==> config.mk <==
export PLATFORM = sky130hd
export DESIGN_NAME = kbd_scancode_decoder
export DESIGN_NICKNAME = d
export VERILOG_FILES = /design/src/rtl/kbd_scancode_decoder_pkg.sv /design/src/rtl/kbd_scan2ascii.sv /design/src/rtl/kbd_scancode_decoder.sv
export SDC_FILE = /design/constraint.sdc
export NUM_CORES = 1
export LEC_CHECK = 0
export CAP_MARGIN = 40
export CORE_AREA = 4 4 81 83
export CTS_BUF_LIST = sky130_fd_sc_hd__clkbuf_16
export DETAILED_ROUTE_END_ITERATION = 16
export DIE_AREA = 0 0 85 87
export SLEW_MARGIN = 25
export SYNTH_ARGS = -nofsm -noshare
export SYNTH_HDL_FRONTEND = slang
export SYNTH_SLANG_ARGS = --single-unit
export TNS_END_PERCENT = 10
==> constraint.sdc <==
create_clock -name axis_aclk_i -period 2.3 [get_ports axis_aclk_i]
set_input_delay 0.46 -clock axis_aclk_i [delete_from_list [all_inputs] [get_ports axis_aclk_i]]
set_output_delay 0.46 -clock axis_aclk_i [all_outputs]
set_load 0.02 [all_outputs]
==> src/rtl/kbd_scancode_decoder_pkg.sv <==
// rtl/kbd_scancode_decoder_pkg.sv - scan-code constants and FSM states for the keyboard decoder
package kbd_scancode_decoder_pkg;

  localparam logic [7:0] SC_EXT    = 8'hE0;
  localparam logic [7:0] SC_BREAK  = 8'hF0;
  localparam logic [7:0] SC_LSHIFT = 8'h12;
  localparam logic [7:0] SC_RSHIFT = 8'h59;
  localparam logic [7:0] SC_CTRL   = 8'h14;
  localparam logic [7:0] SC_CAPS   = 8'h58;
  localparam logic [7:0] SC_ENTER  = 8'h5A;
  localparam logic [7:0] SC_KP_DIV = 8'h4A;

  typedef enum logic [1:0] {
    ST_IDLE,
    ST_BREAK,
    ST_EXT,
    ST_EXT_BREAK
  } kbd_state_t;

  // Keyboard status/ack bytes that carry no key information.
  function automatic logic is_status_code(input logic [7:0] code);
    return (code == 8'hAA) || (code == 8'hFA) || (code == 8'hFE) ||
           (code == 8'hEE) || (code == 8'h00) || (code == 8'hFF);
  endfunction

endpackage

==> src/rtl/kbd_scan2ascii.sv <==
// rtl/kbd_scan2ascii.sv - combinational US-QWERTY set-2 scan code to ASCII lookup
module kbd_scan2ascii (
  input  logic [7:0] code,
  input  logic       shift,
  input  logic       caps,
  input  logic       ctrl,
  output logic [7:0] ascii
);

  logic [7:0] letter;
  logic [7:0] other;

  always_comb begin
    letter = 8'h00;
    case (code)
      8'h1C: letter = "a";  8'h32: letter = "b";  8'h21: letter = "c";
      8'h23: letter = "d";  8'h24: letter = "e";  8'h2B: letter = "f";
      8'h34: letter = "g";  8'h33: letter = "h";  8'h43: letter = "i";
      8'h3B: letter = "j";  8'h42: letter = "k";  8'h4B: letter = "l";
      8'h3A: letter = "m";  8'h31: letter = "n";  8'h44: letter = "o";
      8'h4D: letter = "p";  8'h15: letter = "q";  8'h2D: letter = "r";
      8'h1B: letter = "s";  8'h2C: letter = "t";  8'h3C: letter = "u";
      8'h2A: letter = "v";  8'h1D: letter = "w";  8'h22: letter = "x";
      8'h35: letter = "y";  8'h1A: letter = "z";
      default: letter = 8'h00;
    endcase
  end

  always_comb begin
    other = 8'h00;
    case (code)
      8'h45: other = shift ? ")"  : "0";
      8'h16: other = shift ? "!"  : "1";
      8'h1E: other = shift ? "@"  : "2";
      8'h26: other = shift ? "#"  : "3";
      8'h25: other = shift ? "$"  : "4";
      8'h2E: other = shift ? "%"  : "5";
      8'h36: other = shift ? "^"  : "6";
      8'h3D: other = shift ? "&"  : "7";
      8'h3E: other = shift ? "*"  : "8";
      8'h46: other = shift ? "("  : "9";
      8'h0E: other = shift ? "~"  : 8'h60;
      8'h4E: other = shift ? "_"  : "-";
      8'h55: other = shift ? "+"  : "=";
      8'h54: other = shift ? "{"  : "[";
      8'h5B: other = shift ? "}"  : "]";
      8'h5D: other = shift ? "|"  : "\\";
      8'h4C: other = shift ? ":"  : ";";
      8'h52: other = shift ? "\"" : "'";
      8'h41: other = shift ? "<"  : ",";
      8'h49: other = shift ? ">"  : ".";
      8'h4A: other = shift ? "?"  : "/";
      8'h29: other = 8'h20;
      8'h5A: other = 8'h0D;
      8'h66: other = 8'h08;
      8'h0D: other = 8'h09;
      8'h76: other = 8'h1B;
      default: other = 8'h00;
    endcase
  end

  // Ctrl wins over shift/caps for letters; clearing bit 5 gives uppercase.
  always_comb begin
    ascii = other;
    if (letter != 8'h00) begin
      if (ctrl)              ascii = letter & 8'h1F;
      else if (shift ^ caps) ascii = letter & 8'hDF;
      else                   ascii = letter;
    end
  end

endmodule

==> src/rtl/kbd_scancode_decoder.sv <==
// rtl/kbd_scancode_decoder.sv - PS/2 set-2 scan-code stream to ASCII character stream
module kbd_scancode_decoder
  import kbd_scancode_decoder_pkg::*;
#(
  parameter int AXIS_DATA_WIDTH = 8,
  parameter bit CAPS_RESET      = 1'b0
) (
  input  logic                       axis_aclk_i,
  input  logic                       axis_aresetn_i,
  input  logic [AXIS_DATA_WIDTH-1:0] s_axis_tdata_i,
  input  logic                       s_axis_tvalid_i,
  output logic                       s_axis_tready_o,
  output logic [AXIS_DATA_WIDTH-1:0] m_axis_tdata_o,
  output logic                       m_axis_tvalid_o,
  input  logic                       m_axis_tready_i,
  output logic [2:0]                 modifiers_o
);

  kbd_state_t state_q, state_d;
  logic       lshift_q, lshift_d, rshift_q, rshift_d;
  logic       lctrl_q, lctrl_d, rctrl_q, rctrl_d;
  logic       caps_q, caps_d;
  logic       valid_q, valid_d;
  logic [7:0] data_q, data_d;
  logic [7:0] code;
  logic [7:0] ascii;
  logic       accept;
  logic       shift;
  logic       ctrl;

  assign code   = s_axis_tdata_i[7:0];
  assign shift  = lshift_q | rshift_q;
  assign ctrl   = lctrl_q | rctrl_q;
  assign accept = s_axis_tvalid_i && !valid_q;

  assign s_axis_tready_o = !valid_q;
  assign m_axis_tvalid_o = valid_q;
  assign m_axis_tdata_o  = AXIS_DATA_WIDTH'(data_q);
  assign modifiers_o     = {ctrl, caps_q, shift};

  kbd_scan2ascii u_lookup (
    .code  (code),
    .shift (shift),
    .caps  (caps_q),
    .ctrl  (ctrl),
    .ascii (ascii)
  );

  always_ff @(posedge axis_aclk_i or negedge axis_aresetn_i) begin
    if (!axis_aresetn_i) begin
      state_q  <= ST_IDLE;
      lshift_q <= 1'b0;
      rshift_q <= 1'b0;
      lctrl_q  <= 1'b0;
      rctrl_q  <= 1'b0;
      caps_q   <= CAPS_RESET;
      valid_q  <= 1'b0;
      data_q   <= 8'h00;
    end else begin
      state_q  <= state_d;
      lshift_q <= lshift_d;
      rshift_q <= rshift_d;
      lctrl_q  <= lctrl_d;
      rctrl_q  <= rctrl_d;
      caps_q   <= caps_d;
      valid_q  <= valid_d;
      data_q   <= data_d;
    end
  end

  // Bytes are only accepted while the output register is empty, so an accept
  // never collides with a pending character.
  always_comb begin
    state_d  = state_q;
    lshift_d = lshift_q;
    rshift_d = rshift_q;
    lctrl_d  = lctrl_q;
    rctrl_d  = rctrl_q;
    caps_d   = caps_q;
    valid_d  = valid_q && !m_axis_tready_i;
    data_d   = data_q;
    if (accept) begin
      case (state_q)
        ST_IDLE: begin
          if (code == SC_EXT)              state_d  = ST_EXT;
          else if (code == SC_BREAK)       state_d  = ST_BREAK;
          else if (code == SC_LSHIFT)      lshift_d = 1'b1;
          else if (code == SC_RSHIFT)      rshift_d = 1'b1;
          else if (code == SC_CTRL)        lctrl_d  = 1'b1;
          else if (code == SC_CAPS)        caps_d   = !caps_q;
          else if (!is_status_code(code) && ascii != 8'h00) begin
            valid_d = 1'b1;
            data_d  = ascii;
          end
        end
        ST_BREAK: begin
          if (code == SC_LSHIFT) lshift_d = 1'b0;
          if (code == SC_RSHIFT) rshift_d = 1'b0;
          if (code == SC_CTRL)   lctrl_d  = 1'b0;
          state_d = ST_IDLE;
        end
        ST_EXT: begin
          state_d = ST_IDLE;
          if (code == SC_BREAK)    state_d = ST_EXT_BREAK;
          else if (code == SC_EXT) state_d = ST_EXT;
          else if (code == SC_CTRL) rctrl_d = 1'b1;
          else if (code == SC_ENTER) begin
            valid_d = 1'b1;
            data_d  = 8'h0D;
          end else if (code == SC_KP_DIV) begin
            valid_d = 1'b1;
            data_d  = "/";
          end
        end
        ST_EXT_BREAK: begin
          if (code == SC_CTRL) rctrl_d = 1'b0;
          state_d = ST_IDLE;
        end
        default: state_d = ST_IDLE;
      endcase
    end
  end

endmodule

==> results of run 1 <==
==> cells in the mapped netlist, types with 3 or more instances <==
cell and number:
a32oi_1 4, inv_1 11, nor3b_1 3, nor2_1 20, a21o_1 3, a31oi_1 3, clkbuf_1 6, nor4_1 4
nand3_1 13, dfrtp_1 15, nand2b_1 10, buf_4 6, nand4_1 4, nor2b_1 7, nand3b_1 5, o211ai_1 3
a21oi_1 15, and2_1 5, o21ai_0 15, nor3_1 12, mux2i_1 10, buf_6 5, nand2_1 28, ha_1 7
buf_2 11, a211oi_1 5, or2_2 3, and3_1 5, a311oi_1 4, o2111ai_1 3
==> registers in the layout, summed over array words and instances (netlist names) <==
| name | flops |
|---|---|
| lctrl_q | 1 |
| lshift_q | 1 |
| rshift_q | 1 |
| state_q | 2 |
| m_axis_tdata_o | 7 |
| rctrl_q | 1 |
| m_axis_tvalid_o | 1 |
| caps_q | 1 |
==> power by group through the flow <==
stage               sequential (mW)  clock (mW)  combinational (mW)
detailed placement            0.388           0               0.945
global route                  0.396       0.356                1.13
finish                        0.386       0.335                1.06
global placement              0.387           0               0.935
CTS                           0.386       0.344                1.01
floorplan                     0.465           0               0.434
==> metrics by stage <==
stage / TNS (ns) / instance area (um^2) / hold WS [ns] / setup slack (ns)
5_1_grt: -4.78 / 3910 / 0.483 / -0.623
3_3_place_gp: -9.78 / 3360 / 0.459 / -1.12
4_1_cts: -3.57 / 3760 / 0.479 / -0.518
6_report: -3.72 / 3910 / 0.475 / -0.509
3_5_place_dp: -10.05 / 3360 / 0.468 / -1.14
2_1_floorplan: -2.64 / 2380 / 0.164 / -0.490
==> worst paths after layout <==
check | startpoint | end | slack (ns) | cells after the start
max | s_axis_tdata_i[2] | m_axis_tdata_o[2]$_DFFE_PN0P_ | -0.51 | 10
min | m_axis_tdata_o[4]$_DFFE_PN0P_ | m_axis_tdata_o[4]$_DFFE_PN0P_ | 0.47 | 1
max reg2reg | rshift_q$_DFFE_PN0P_ | m_axis_tdata_o[2]$_DFFE_PN0P_ | -0.18 | 10
min reg2reg | m_axis_tdata_o[4]$_DFFE_PN0P_ | m_axis_tdata_o[4]$_DFFE_PN0P_ | 0.47 | 1
max in group asynchronous | axis_aresetn_i | m_axis_tdata_o[6]$_DFFE_PN0P_ | 1.21 | 1
min in group asynchronous | axis_aresetn_i | caps_q$_DFFE_PN0P_ | 0.64 | 1
==> critical path, cell delays in order <==
cell,delay [ns]
dlygate4sd2_1,0.28
buf_6,0.15
buf_4,0.16
nand2_1,0.13
a21oi_1,0.08
o221ai_1,0.31
nand3_1,0.16
or4b_4,0.55
o31ai_4,0.32
mux2_4,0.33
==> cells by family (layout without fill, tap and decap cells) <==
family                   Yosys count  count (layout)  synth area share (%)
AND/OR/NAND/NOR                  138             138                  34.3
AO/OA/AOI/OAI                     85              85                  27.1
buffers and inverters             42             172                  10.1
flip-flops                        15              15                  16.3
multiplexers                      14              14                  6.65
adder cells (fa/ha/maj)            7               7                  3.81
XOR/XNOR                           4               4                  1.53
other                              1               1                 0.163
==> cell usage in the layout (no fill, tap or decap), types with 9 or more instances in the layout <==
cell,n
a21oi_1,15
dfrtp_1,15
nor2_1,16
mux2i_1,9
buf_4,117
nand3_1,13
clkdlybuf4s50_1,15
o21ai_0,14
nand2_1,28
nand2b_1,10
inv_1,10
buf_6,10
==> final cells by class <==
| type | instances | area [um^2] |
|---|---|---|
| multi-input combinational | 249 | 1980 |
| fill | 457 | 1940 |
| timing repair buffer | 156 | 1330 |
| sequential | 15 | 375 |
| tap | 75 | 93.8 |
| clock buffer | 3 | 75.1 |
| inverter | 12 | 52.6 |
| clock inverter | 1 | 5.00 |
==> routing by layer <==
metal	share of wire, %	up-vias	global-route usage (%)	routed length, um
met5	0	-	0	0
met4	3.3	0	7.77	295
met3	5.1	31	3.69	463
met2	50	120	43.5	4560
met1	41	1410	30.1	3710
li1	-	1414	-	-
==> repair_timing <==
item                                    CTS  global route
cloned                                    3             0
pin swaps                                17            15
buffers inserted                         16             3
endpoints found under the setup margin   10             9
hold endpoints to repair                  0             0
resized for setup                        52            25
==> run_results.csv, run 1 <==
group,metric,value,unit
logic_synthesis,synth_seq_cells,15,
global_route,grt_pass1_wl,14.8,mm
routing,viasPerCell,5.82,
routing,ant_nets,0,
logic_synthesis,ys_async_sr_fraction,100,%
logic_synthesis,synth.distinct_cells,73,
cts,insertion_delay,0.24,ns
cts,cts_root_buf,"clkbuf_16",
logic_synthesis,synth_warnings,0,
floorplan,core.rowCount,28,
power,switchingPower,0.677,mW
power,power,1.78,mW
logic_synthesis,synth_edf_count,0,
floorplan,dieArea,7400,um^2
placed_design,place_inst,485,
sta,rsz0062_at_grt,"yes",
cells_and_area,nets,456,
cells_and_area,fin_cells,511,
status,violations,"negative setup slack",
sta,tightest_slew,0.704,ns
global_route,grt_usage,24.4,%
global_route,gr-total-overflow,0,
setup_path,cp.required,2.43,ns
sta,max_slew_margin,52.9,%
floorplan,die-width,85,um
cells_and_area,drive_gt1_share,46.3,%
logic_synthesis,syn_avg_cell_area,7.51,um^2
min_path,hp-class,"register to register",
power,swShare,38.0,%
power,comb_power_share,59.5,%
cells_and_area,diodes,0,
floorplan,core,5850,um^2
setup_path,cp-start-kind,"input port",
sta,finalCriticalPeriod,2.81,ns
power,p_int,1.11,mW
setup_path,crit_arrival,2.93,ns
floorplan,die_y,87,um
setup_path,crit_path_end_kind,"register",
cells_and_area,final_util,66.9,%
placed_design,gp_congestion,0.955,
global_route,antenna_found_initial,0,
routing,route.detailed.drc,0,
cts,path_clk_slew,0.05,ns
sta,max_freq,0.356,GHz
routing,wirelength,9.03,mm
status,status,"finished with violations",
cts,holdBufCountCts,0,
power,pwr-share-seq,21.6,%
logic_synthesis,synth_cells,306,
cts,cts_tree,"built",
sta,period_share,122,%
setup_path,criticalPathCategory,"input port to register",
placed_design,port_buffers,23,
logic_synthesis,synth_area,2300,um^2
cells_and_area,flow.area_growth_from_synthesis,70.3,%
sta,clock_skew,0.00239,ns
power,peakVddDrop,0.566,mV
sta,fin_ws,-0.509,ns
routing,drtIter0Drc,162,
logic_synthesis,syn_nets,325,
sta,slew_violations,0,
routing,post_drt_wl_per_cell,17.7,um
job,cap_violations,0,
power,p_per_area,456,nW/um^2
sta,finalHoldViolations,0,
routing,vias,2975,
cts,cts_buffers,3,
logic_synthesis,synth.area.top_cells,"dfrtp_1 16%, nand2_1 4.6%, mux2i_1 4.4%, ha_1 3.8%, a21oi_1 3.3%",
cts,clk_path_buf_depth,2,
setup_path,path_max_fanout,9,
logic_synthesis,synth.top_cell.area_share,16.3,%
sta,setup_violations,8,
cts,h-tree-depth,1,
logic_synthesis,ys_seq_area_share,16.3,%
floorplan,start_util,39.3,%
logic_synthesis,yosys.area.top_type,"dfrtp_1",
floorplan,num_io_pins,25,
logic_synthesis,synthFlopType,"dfrtp_1",
power,leakagePower,1.75,nW
routing,first_pass_iters,5,
global_route,grt_pass1_vias,3058,
cts,clock-sinks,15,
power,clockPowerShare,18.8,%
placed_design,hpwl,6.52,mm
global_route,grt_start_max_net_pins,16,
Note: power is estimated with default switching activity, not from simulation.
==> run 2: changes to the inputs <==
Settings changed: PLACE_DENSITY set to 0.64.
==> run 2 against run 1 <==
The flow still finishes with violations (negative setup slack). Global-route usage down 0.11 points. Clock skew is 0.00085 ns lower. Sequential share of layout area rose by 0.14 points. Worst setup slack got worse by 0.085 ns. Register-to-register slack worse by 0.13 ns. First-iteration DRC count up 23%. Via count rose by 0.44%. Worst hold slack better by 0.0030 ns. Largest cell class unchanged.
==> run_results.csv, run 2 (same netlist as run 1, synthesis figures left out) <==
group,metric,value,unit
sta,clock_skew,0.00154,ns
cells_and_area,layout_common_cells,"111 x buf_4, 26 x nand2_1, 17 x nor2_1, 15 x dfrtp_1, 15 x clkdlybuf4s50_1",
routing,vias,2988,
global_route,grt_usage,24.3,%
sta,max_freq,0.346,GHz
power,pwr-share-seq,21.6,%
cts,h-tree-depth,1,
cells_and_area,nets,445,
routing,post_drt_wl_per_cell,18.2,um
power,leakagePower,1.69,nW
global_route,grt_pass1_vias,3107,
cts,cts_tree,"built",
status,violations,"negative setup slack",
power,peakVddDrop,0.477,mV
sta,period_share,126,%
setup_path,path_max_fanout,5,
min_path,holdPathEnd,"m_axis_tdata_o[4]$_DFFE_PN0P_",
setup_path,r2r-start,"rshift_q$_DFFE_PN0P_",
sta,worst_hold_slack,0.478,ns
global_route,gr-total-overflow,0,
routing,drtIter0Drc,199,
floorplan,die_y,87,um
cells_and_area,nFillCells,468,
cts,path_clk_slew,0.05,ns
global_route,antenna_found_initial,0,
setup_path,crit_arrival,3.02,ns
power,p_per_area,464,nW/um^2
floorplan,core,5850,um^2
job,cap_violations,0,
cts,cts_root_buf,"clkbuf_16",
placed_design,hpwl,6.42,mm
cells_and_area,diodes,0,
sta,fin_ws,-0.594,ns
placed_design,placed_cell_area,3310,um^2
cts,clk_path_buf_depth,2,
setup_path,crit_path_end_kind,"register",
power,p_int,1.11,mW
global_route,grt_start_max_net_pins,16,
power,clockPowerShare,18.7,%
cts,clock-sinks,15,
floorplan,dieArea,7400,um^2
sta,tightest_slew,0.671,ns
sta,finalCriticalPeriod,2.89,ns
cells_and_area,drive_gt1_share,47.5,%
sta,max_slew_margin,55.1,%
cells_and_area,final_util,65.9,%
setup_path,criticalPathCategory,"input port to register",
routing,route.detailed.drc,0,
sta,setup_violations,8,
min_path,min_path_cells,1,
routing,wirelength,9.12,mm
setup_path,r2r_slack,-0.31,ns
setup_path,cp.required,2.43,ns
routing,first_pass_iters,6,
cells_and_area,design_area,3860,um^2
power,switchingPower,0.683,mW
routing,viasPerCell,5.98,
floorplan,core.rowCount,28,
floorplan,die-width,85,um
min_path,hp-start,"m_axis_tdata_o[4]$_DFFE_PN0P_",
floorplan,num_io_pins,25,
floorplan,start_util,39.3,%
routing,ant_nets,0,
setup_path,setup.worst_path.start,"s_axis_tdata_i[1]",
global_route,grt_pass1_wl,14.7,mm
placed_design,gp_congestion,0.942,
setup_path,timing.rr.end,"m_axis_tdata_o[3]$_DFFE_PN0P_",
cts,holdBufCountCts,0,
power,comb_power_share,59.6,%
setup_path,reg2regPathDepth,10,
power,swShare,38.2,%
cells_and_area,flow.area_growth_from_synthesis,67.9,%
sta,slew_violations,0,
sta,rsz0062_at_grt,"yes",
min_path,hp-class,"register to register",
placed_design,port_buffers,23,
cells_and_area,largest_register_ffs,7,
cells_and_area,mostFrequentLayoutCell,"buf_4",
status,status,"finished with violations",
sta,finalHoldViolations,0,
setup_path,cp-start-kind,"input port",
cts,insertion_delay,0.24,ns
cts,cts_buffers,3,
## run 2: cell count changes in the layout (fill, tap and decap cells not counted), moves of 3 or more
| cell | before | now |
|---|---|---|
| buf_4 | 117 | 111 |
| mux2i_2 | 0 | 3 |
| a211oi_2 | 4 | 1 |
| buf_6 | 10 | 7 |
| dlygate4sd2_1 | 4 | 1 |
## run 2: per-stage QoR
stage / TNS (ns) / total power [mW] / std cells / setup slack [ns]
finish: -4.49 / 1.79 / 500 / -0.594
global route: -4.90 / 1.89 / 500 / -0.640
CTS: -3.40 / 1.73 / 496 / -0.487
detailed placement: -10.47 / 1.33 / 480 / -1.20
global placement: -9.97 / 1.32 / 480 / -1.18
floorplan: -2.64 / 0.899 / 306 / -0.490
## run 2: worst max-delay path by stage
stage,cells past startpoint,end,slack [ns]
global route,12,m_axis_tdata_o[2]$_DFFE_PN0P_,-0.64
detailed placement,13,m_axis_tdata_o[2]$_DFFE_PN0P_,-1.20
finish,15,m_axis_tdata_o[5]$_DFFE_PN0P_,-0.59
global placement,13,m_axis_tdata_o[2]$_DFFE_PN0P_,-1.18
floorplan,10,m_axis_tdata_o[2]$_DFFE_PN0P_,-0.49
CTS,11,m_axis_tdata_o[2]$_DFFE_PN0P_,-0.49
## run 2: repair_timing
item,CTS,global route
pin swaps,18,18
cloned,2,0
buffers inserted,10,4
setup endpoints to repair,10,9
gates resized for setup,59,38
## run 2: per-layer routing
layer / share of wire (%) / GRT usage, %
met5: 0 / 0
met4: 4.0 / 11.4
met3: 5.8 / 3.31
met2: 50 / 41.9
met1: 41 / 29.8
## run 2: final cells by class
type,count,area (um^2),area share [%]
clock inverter,1,5.00,0.130
timing repair buffer,145,1240,32.2
sequential,15,375,9.73
inverter,12,55.1,1.43
tap,75,93.8,2.43
multi-input combinational,249,2010,52.2
clock buffer,3,75.1,1.95
## run 2: worst max-delay path, stage by stage
cell and delay [ns]:
buf_8 0.08, buf_8 0.11, inv_8 0.04, ha_4 0.17, buf_6 0.13, mux2i_2 0.17
o21ai_2 0.11, a221oi_4 0.38, nand3_2 0.15, buf_4 0.17, nor4b_4 0.42, o2bb2ai_4 0.18
buf_6 0.12, o41ai_1 0.07, a221o_1 0.26
## run 2: power groups by stage
| stage | clock network, mW | registers [mW] | logic [mW] |
|---|---|---|---|
| 2_1_floorplan | 0 | 0.465 | 0.434 |
| 3_3_place_gp | 0 | 0.386 | 0.931 |
| 3_5_place_dp | 0 | 0.390 | 0.941 |
| 4_1_cts | 0.342 | 0.386 | 1.00 |
| 5_1_grt | 0.358 | 0.398 | 1.13 |
| 6_report | 0.335 | 0.387 | 1.07 |
==> run 3: changes to the inputs <==
Settings changed: CORE_AREA 4 4 81 83 to 4 4 93 95, DIE_AREA 0 0 85 87 to 0 0 97 99, PLACE_DENSITY 0.64 to 0.52, RECOVER_POWER set to 25, SETUP_SLACK_MARGIN set to 0.5.
==> run 3 against run 2 <==
The flow still finishes with violations (negative setup slack). Global-route usage fell by 4.2 points. Via count rose by 1.6%. First-iteration DRC count rose by 25%. Flip-flop and latch count did not move. Largest cell class unchanged.
==> run_results.csv, run 3 (same netlist as run 1, synthesis figures left out) <==
group,metric,value,unit
routing,vias,3036,
floorplan,die-width,97,um
status,status,"finished with violations",
placed_design,gp_congestion,0.986,
routing,post_drt_wl_per_cell,18.2,um
sta,fin_ws,-0.464,ns
sta,tightest_slew,0.672,ns
global_route,antenna_found_initial,0,
floorplan,num_io_pins,25,
routing,wl_met1,4.13,mm
setup_path,r2r_slack,-0.18,ns
sta,max_slew_margin,55.1,%
cells_and_area,largest_register_ffs,7,
floorplan,core,7730,um^2
placed_design,pre_cts_ws,-1.21,ns
routing,routed.top_layer,"met4",
global_route,grt_pass1_wl,15.8,mm
routing,routed-wl-met2,4.97,mm
routing,route.detailed.drc,0,
min_path,holdPathEnd,"m_axis_tdata_o[4]$_DFFE_PN0P_",
setup_path,crit_path_end_kind,"register",
cells_and_area,flow.area_growth_from_synthesis,85.4,%
power,peakVddDrop,0.246,mV
setup_path,r2r-start,"lshift_q$_DFFE_PN0P_",
cts,h-tree-depth,1,
min_path,min_path_cells,1,
cells_and_area,drive_gt1_share,54.5,%
floorplan,dieArea,9600,um^2
sta,max_freq,0.362,GHz
cells_and_area,nets,464,
min_path,hp-class,"register to register",
routing,drtIter0Drc,248,
cts,holdBufCountCts,0,
cts,cts_tree,"built",
routing,first_pass_iters,5,
min_path,hp-start,"m_axis_tdata_o[4]$_DFFE_PN0P_",
cts,cts_buffers,3,
power,power,1.85,mW
setup_path,cp-start-kind,"input port",
cts,clk_path_buf_depth,2,
job,cap_violations,0,
floorplan,core.rowCount,32,
global_route,grt_start_max_net_pins,18,
global_route,gr-total-overflow,0,
cts,insertion_delay,0.24,ns
setup_path,criticalPathCategory,"input port to register",
global_route,grt_usage,20.1,%
placed_design,hpwl,6.91,mm
floorplan,die_y,99,um
cts,cts_root_buf,"clkbuf_16",
sta,finalCriticalPeriod,2.76,ns
power,leakagePower,1.87,nW
setup_path,cp.required,2.43,ns
sta,setup_violations,8,
setup_path,path_max_fanout,4,
cts,path_clk_slew,0.05,ns
routing,wirelength,9.96,mm
cells_and_area,diodes,0,
global_route,grt_pass1_vias,3046,
cells_and_area,layout_common_cells,"118 x buf_4, 23 x nand2_1, 16 x buf_6, 15 x dfrtp_1, 14 x nor2_1",
placed_design,port_buffers,23,
routing,ant_nets,0,
cells_and_area,mostFrequentLayoutCell,"buf_4",
sta,period_share,120,%
setup_path,crit_arrival,2.89,ns
sta,finalHoldViolations,0,
routing,viasPerCell,5.56,
sta,setup_tns,-3.19,ns
status,violations,"negative setup slack",
setup_path,reg2regPathDepth,9,
cts,clock-sinks,15,
routing,met3_length,452,um
sta,rsz0062_at_grt,"yes",
sta,clock_skew,0.00119,ns
sta,slew_violations,0,
power,p_per_area,435,nW/um^2
floorplan,start_util,29.7,%
setup_path,timing.rr.end,"m_axis_tdata_o[2]$_DFFE_PN0P_",
run 3: cell count changes in the layout (fill, tap and decap cells not counted), sizes merged:
| cell | change |
|---|---|
| buf | +22 |
| dlygate4sd3 | +1 |
| clkbuf | -2 |
| dlymetal6s2s | +1 |
| clkdlybuf4s50 | -4 |
| clkdlybuf4s15 | +1 |
run 3: per-stage QoR:
step,cells,area (um^2),utilization (%),hold WS (ns)
after global placement,513,3410,44.2,0.464
after detailed placement,513,3410,44.2,0.469
after floorplan,306,2380,-,0.164
final,546,4260,55.1,0.480
after global routing,546,4260,55.1,0.506
after CTS,541,4060,52.6,0.479
run 3: layer usage:
metal / GRT usage (%) / up-vias
met2: 35.0 / 128
li1: - / 1421
met5: 0 / -
met1: 24.9 / 1445
met3: 2.55 / 42
met4: 8.64 / 0
run 3: cell type report:
| type | instances | area [um^2] |
|---|---|---|
| multi-input cells | 249 | 2150 |
| inverters | 12 | 60.1 |
| fillers | 685 | 3470 |
| clock buffers | 3 | 75.1 |
| repair buffers | 164 | 1460 |
| well taps | 102 | 128 |
| clock inverters | 1 | 5.00 |
| flip-flops and latches | 15 | 375 |
run 3: power by group:
group          switching, mW  leakage (nW)  internal [mW]
Combinational          0.556          1.63          0.575
Clock                  0.104        0.0409          0.232
Sequential            0.0479         0.197          0.339
run 3: worst max-delay path by stage:
stage | from | to | cells after the start
after floorplan | s_axis_tdata_i[1] | m_axis_tdata_o[2]$_DFFE_PN0P_ | 10
after global placement | s_axis_tdata_i[1] | m_axis_tdata_o[0]$_DFFE_PN0P_ | 13
after detailed placement | s_axis_tdata_i[1] | m_axis_tdata_o[3]$_DFFE_PN0P_ | 12
after CTS | s_axis_tdata_i[1] | m_axis_tdata_o[2]$_DFFE_PN0P_ | 11
after global routing | s_axis_tdata_i[1] | m_axis_tdata_o[5]$_DFFE_PN0P_ | 15
final | s_axis_tdata_i[1] | m_axis_tdata_o[5]$_DFFE_PN0P_ | 15
run 3: critical path, stage by stage:
cell	delay, ns
buf_8	0.10
buf_6	0.12
inv_8	0.06
ha_4	0.19
mux2i_1	0.14
o221ai_1	0.14
a32oi_2	0.27
nand3_1	0.14
buf_4	0.16
buf_6	0.11
nor4b_4	0.32
o2bb2ai_2	0.20
buf_4	0.17
o41ai_4	0.06
a221o_1	0.26
run 3: repair_timing:
item                                    CTS  global route
resized for setup                       117            36
endpoints found under the setup margin   17            15
buffers inserted                         20             5
pin swaps                                34            30
gates cloned                              4             0
